[src/rtl/parity_tx_if.sv]
// Handshake and line bundle between the parity generator stage and parity_tx.
//   frame_in[5:0] : word to send, [5:1] data, [0] even parity bit
//   start         : load request, honoured only while ready=1
//   ready / busy  : idle-and-accepting / frame on the line (complements)
//   tx            : serial line, idles high
//   done          : one-cycle pulse on the first idle cycle after a stop bit
//   par_err       : parity check of the last accepted frame
// master = generator side, slave = transmitter.
interface parity_tx_if;
  logic [5:0] frame_in;
  logic       start;
  logic       ready;
  logic       busy;
  logic       tx;
  logic       done;
  logic       par_err;

  modport master (
    output frame_in, start,
    input  ready, busy, tx, done, par_err
  );

  modport slave (
    input  frame_in, start,
    output ready, busy, tx, done, par_err
  );
endinterface

[src/rtl/parity_tx.sv]
// Framed serial transmitter for 6-bit even-parity words.
// Frame: start bit (0), frame_in[5] .. frame_in[0], stop bit (1); each bit
// lasts CLKS_PER_BIT clocks. The word and its parity check are captured when
// start is accepted.
// Ports:
//   clk : system clock, rising edge
//   rst : synchronous active-high reset
//   bus : parity_tx_if slave modport (frame_in, start, ready, busy, tx,
//         done, par_err)
module parity_tx #(
  parameter int unsigned CLKS_PER_BIT = 4
) (
  input logic         clk,
  input logic         rst,
  parity_tx_if.slave  bus
);

  localparam int TW = (CLKS_PER_BIT > 1) ? $clog2(CLKS_PER_BIT) : 1;
  localparam logic [TW-1:0] LAST_TICK = TW'(CLKS_PER_BIT - 1);

  typedef enum logic [1:0] {
    IDLE,
    START,
    DATA,
    STOP
  } state_t;

  state_t        state;
  logic [TW-1:0] timer;
  logic [2:0]    idx;
  logic [5:0]    shreg;
  logic          ready_r;
  logic          tx_r;
  logic          done_r;
  logic          perr_r;

  always_ff @(posedge clk) begin
    if (rst) begin
      state   <= IDLE;
      timer   <= '0;
      idx     <= '0;
      shreg   <= '0;
      ready_r <= 1'b1;
      tx_r    <= 1'b1;
      done_r  <= 1'b0;
      perr_r  <= 1'b0;
    end else begin
      done_r <= 1'b0;
      case (state)
        IDLE: begin
          tx_r <= 1'b1;
          if (bus.start) begin
            shreg   <= bus.frame_in;
            perr_r  <= ^bus.frame_in;
            state   <= START;
            ready_r <= 1'b0;
            tx_r    <= 1'b0;
            timer   <= '0;
            idx     <= '0;
          end
        end

        START: begin
          if (timer == LAST_TICK) begin
            timer <= '0;
            state <= DATA;
            tx_r  <= shreg[5];
            shreg <= {shreg[4:0], 1'b0};
          end else begin
            timer <= timer + TW'(1);
          end
        end

        DATA: begin
          if (timer == LAST_TICK) begin
            timer <= '0;
            if (idx == 3'd5) begin
              state <= STOP;
              tx_r  <= 1'b1;
            end else begin
              idx   <= idx + 3'd1;
              tx_r  <= shreg[5];
              shreg <= {shreg[4:0], 1'b0};
            end
          end else begin
            timer <= timer + TW'(1);
          end
        end

        STOP: begin
          // Returning to IDLE raises ready together with done, so a start
          // presented in the done cycle launches the next start bit at once.
          if (timer == LAST_TICK) begin
            timer   <= '0;
            idx     <= '0;
            state   <= IDLE;
            ready_r <= 1'b1;
            done_r  <= 1'b1;
          end else begin
            timer <= timer + TW'(1);
          end
        end

        default: begin
          state   <= IDLE;
          ready_r <= 1'b1;
          tx_r    <= 1'b1;
        end
      endcase
    end
  end

  assign bus.ready   = ready_r;
  assign bus.busy    = ~ready_r;
  assign bus.tx      = tx_r;
  assign bus.done    = done_r;
  assign bus.par_err = perr_r;

endmodule

[src/flat_wrapper.sv]
// flat-port wrapper written by rule: the top's interface ports become plain ports
module parity_tx_flat 
#(
  parameter int unsigned CLKS_PER_BIT = 4
)
  (clk, rst, bus_frame_in, bus_start, bus_ready, bus_busy, bus_tx, bus_done, bus_par_err);
  parity_tx_if bus_i ();
  input logic clk;
  input logic rst;
  input wire logic [$bits(bus_i.frame_in)-1:0] bus_frame_in;
  input wire logic [$bits(bus_i.start)-1:0] bus_start;
  output wire logic [$bits(bus_i.ready)-1:0] bus_ready;
  output wire logic [$bits(bus_i.busy)-1:0] bus_busy;
  output wire logic [$bits(bus_i.tx)-1:0] bus_tx;
  output wire logic [$bits(bus_i.done)-1:0] bus_done;
  output wire logic [$bits(bus_i.par_err)-1:0] bus_par_err;
  assign bus_i.frame_in = bus_frame_in;
  assign bus_i.start = bus_start;
  assign bus_ready = bus_i.ready;
  assign bus_busy = bus_i.busy;
  assign bus_tx = bus_i.tx;
  assign bus_done = bus_i.done;
  assign bus_par_err = bus_i.par_err;
  parity_tx #(.CLKS_PER_BIT(CLKS_PER_BIT)) u_core (.clk(clk), .rst(rst), .bus(bus_i));
endmodule
[config.mk]
export PLATFORM = sky130hd
export DESIGN_NAME = parity_tx_flat
export DESIGN_NICKNAME = d
export VERILOG_FILES = /design/src/rtl/parity_tx_if.sv /design/src/rtl/parity_tx.sv /design/src/flat_wrapper.sv
export SDC_FILE = /design/constraint.sdc
export NUM_CORES = 1
export LEC_CHECK = 0
export ABC_AREA = 0
export BUFFER_PORTS_ARGS = -buffer_cell sky130_fd_sc_hd__buf_2
export CAP_MARGIN = 20
export CORE_AREA = 2 2 60 62
export CTS_CLUSTER_DIAMETER = 50
export DETAILED_ROUTE_END_ITERATION = 8
export DIE_AREA = 0 0 62 64
export PLACE_DENSITY = 0.57
export RECOVER_POWER = 25
export SYNTH_ARGS = -nofsm -noshare
export SYNTH_HDL_FRONTEND = slang
export SYNTH_SLANG_ARGS = --single-unit
[constraint.sdc]
create_clock -name clk -period 2.35 [get_ports clk]
set_input_delay 0.235 -clock clk [delete_from_list [all_inputs] [get_ports clk]]
set_output_delay 0.235 -clock clk [all_outputs]
set_load 0.05 [all_outputs]
==> flow_summary.toml <==
[drt]
vias_per_cell = 4.701
ant_nets = 0
wire_per_inst_um = 11.25
drc = 0
num_vias = 785
drt_iter0_markers = 17
finalWirelength_um = 1878
firstDrtPassIters = 4

[worst_setup_path]
critPathArrivalTime_ns = 2.19
worstPathCellList = "inv_1, ha_1, nor2b_4, a211o_1, or4_1, a21oi_1"
startpoint_type = "register"
slowest_delay_ns = 0.48
critPathKind = "register to register"
endpoint_kind = "register"
worst_path_max_delay_cell = "or4_1"
critical_path.max_fanout = 8
worstPathRequired_ns = 2.58

[clock_tree]
cts-root-buf = "clkbuf_4"
ctsHoldBuffers = 0
clk_latency_ns = 0.28
clock_sinks = 17
cts.clk_slew.worst_paths_ns = 0.10
htreeDepth = 1
cts_tree = "done"
numCtsBuffers = 3
cts_buffer_depth = 2
postCtsResizedCells = 0
post_cts_buffers = 0

[die]
boundaryPins = 14
dieArea_mm2 = 0.003968
die_w_um = 62
die_h_um = 64
rows = 21
initial_core_util = 0.2918
core-area_mm2 = 0.003284

[global_route]
grt_pass1_wl_um = 3111
first_global_vias = 724
grt_usage = 0.1021
overflow = 0
antenna_found_initial = 0
grt_start_max_net_pins = 13

[cells_and_area]
final_nets = 140
synthToLayoutAreaGrowth_pct = 14.36
final.fill_count = 353
drive_gt1_frac = 0.1488
fin_area_mm2 = 0.001096
final_cell_mix = "dfxtp_1, a21oi_1, buf_2"
diodes = 0
register_area_um2 = 340.3
final_common_cell = "dfxtp_1"
multi_input_area_um2 = 576.8

[yosys]
syn_avg_cell_area_um2 = 9.042
synth-compound-area-share = 0.1984
synth_top_area_frac = 0.3551
syn_area_um2 = 958.4
yosysTopAreaCell = "dfxtp_1"
seq_area_frac_synth = 0.3551
synth_xor_area_frac = 0.04569
ys_warn_count = 0
synth.mux.area_fraction = 0.07311
synth_area_leaders = "dfxtp_1, ha_1, mux2i_1"
syn_inst = 106
synth-simple-area-share = 0.1671
synth_fa_ha_area_frac = 0.1175
synth_top_family_by_area = "compound AO/OA/AOI/OAI gates"
synthDistinctLibCells = 30
syn_nets = 124
yosys_register_bits = 17

[pwr]
p_leak_nw = 0.4611
power.share.switching = 0.4436
switchingPower_mw = 0.6119
combPwrFrac = 0.567
irDropWorstVdd_v = 0.0006909
power_frac_clock = 0.111
pwr_density_cell_mw_per_mm2 = 1258
seq_power_share = 0.322
intPower_mw = 0.7675

[status]
status = "complete, no violations"

[placement]
place.gp.congestion = 0.8659
dpl-instance-area_mm2 = 0.001074
io_buffer_count = 13
hpwl_um = 1436

[timing]
hold_ws_ns = 0.2540
setup_viol = 0
clock_skew_ns = 0.007135
fmax_ghz = 0.5089
rsz0062_at_grt = "no"
fin_setup_tns_ns = 0
timing.final.crit_period_ns = 1.965
finalHoldViolCount = 0
worstMarginPinSlew_ns = 0.6058
post-route-period-util = 0.8361
maxSlewViolCount = 0
max_slew_margin = 0.5979

[flow_run]
maxCapViolCount = 0

[hold_path]
hold_class = "primary input to register"
-- metrics by stage --
stage	total power, mW	setup WS, ns	std cells	utilization
2_1_floorplan	1.077	0.5524	106	-
4_1_cts	1.393	0.3868	167	0.3349
6_report	1.379	0.3851	167	0.3337
3_3_place_gp	1.212	0.4719	163	0.3269
3_5_place_dp	1.231	0.4182	163	0.3269
5_1_grt	1.506	0.2514	167	0.3337
-- sequential cells by signal (all words and copies together) (netlist names) --
signal	cells
u_core.bus.ready	1
u_core.timer	2
u_core.bus.done	1
u_core.state	2
u_core.shreg	6
u_core.bus.tx	1
u_core.idx	3
u_core.bus.par_err	1
-- path summary, 6_finish.rpt --
kind / start / to / slack (ns) / depth (start not counted)
min: bus_start / u_core.bus.par_err / 0.25 / 2
min reg2reg: u_core.timer[1] / u_core.timer[1] / 0.50 / 2
max: u_core.state[0] / u_core.idx[2] / 0.39 / 6
max reg2reg: u_core.state[0] / u_core.idx[2] / 0.39 / 6
-- cells in the mapped netlist --
library cell,count
nand2_1,2
nor3_1,1
a311oi_1,2
nor2b_4,1
a31oi_1,1
ha_1,9
buf_4,1
o31ai_1,2
a21oi_1,11
a211oi_1,5
dfxtp_1,17
nor2b_1,2
or4_1,1
or3_1,2
nand3_1,3
o21ai_0,5
clkbuf_1,2
xnor2_1,5
nand3b_1,1
a21o_1,2
and2b_1,1
o21ba_2,1
inv_2,1
nand2b_1,2
a211o_1,1
nor4_2,1
inv_1,6
nor2_1,9
and3_1,2
mux2i_1,7
-- final cells by class --
type	instances	share of cell area
multi-input combinational	79	0.5263
timing repair buffer	14	0.06279
sequential	17	0.3105
inverter	7	0.02397
tap	46	0.05251
clock buffer	4	0.02397
-- worst max-delay path: cells and delay by family, from the launching register on --
kind                     cells  cell delay [ns]
flip-flops                   1             0.40
AND/OR/NAND/NOR              2             0.65
AO/OA/AOI/OAI                2             0.43
buffers and inverters        1             0.11
adder cells (fa/ha/maj)      1             0.30
-- logic make-up after synthesis --
| kind of cell | after synthesis |
|---|---|
| multiplexers | 7 |
| AND/OR/NAND/NOR | 28 |
| adder cells (fa/ha/maj) | 9 |
| flip-flops | 17 |
| AO/OA/AOI/OAI | 30 |
| XOR/XNOR | 5 |
| buffers and inverters | 10 |
-- power by group through the flow --
stage / registers, mW / logic [mW] / clock network [mW]
after detailed placement: 0.451 / 0.780 / 0
after CTS: 0.445 / 0.785 / 0.162
after global placement: 0.445 / 0.767 / 0
after floorplan: 0.491 / 0.586 / 0
after global routing: 0.457 / 0.872 / 0.177
final: 0.445 / 0.782 / 0.153
-- per-layer routing --
metal	global-route usage	vias up	share of wire
met1	0.1425	355	0.49
met4	0.06117	0	0.022
met3	0.01619	6	0.037
li1	-	408	-
met5	0	-	0
met2	0.1432	16	0.45
Note: power is estimated with default switching activity, not from simulation.
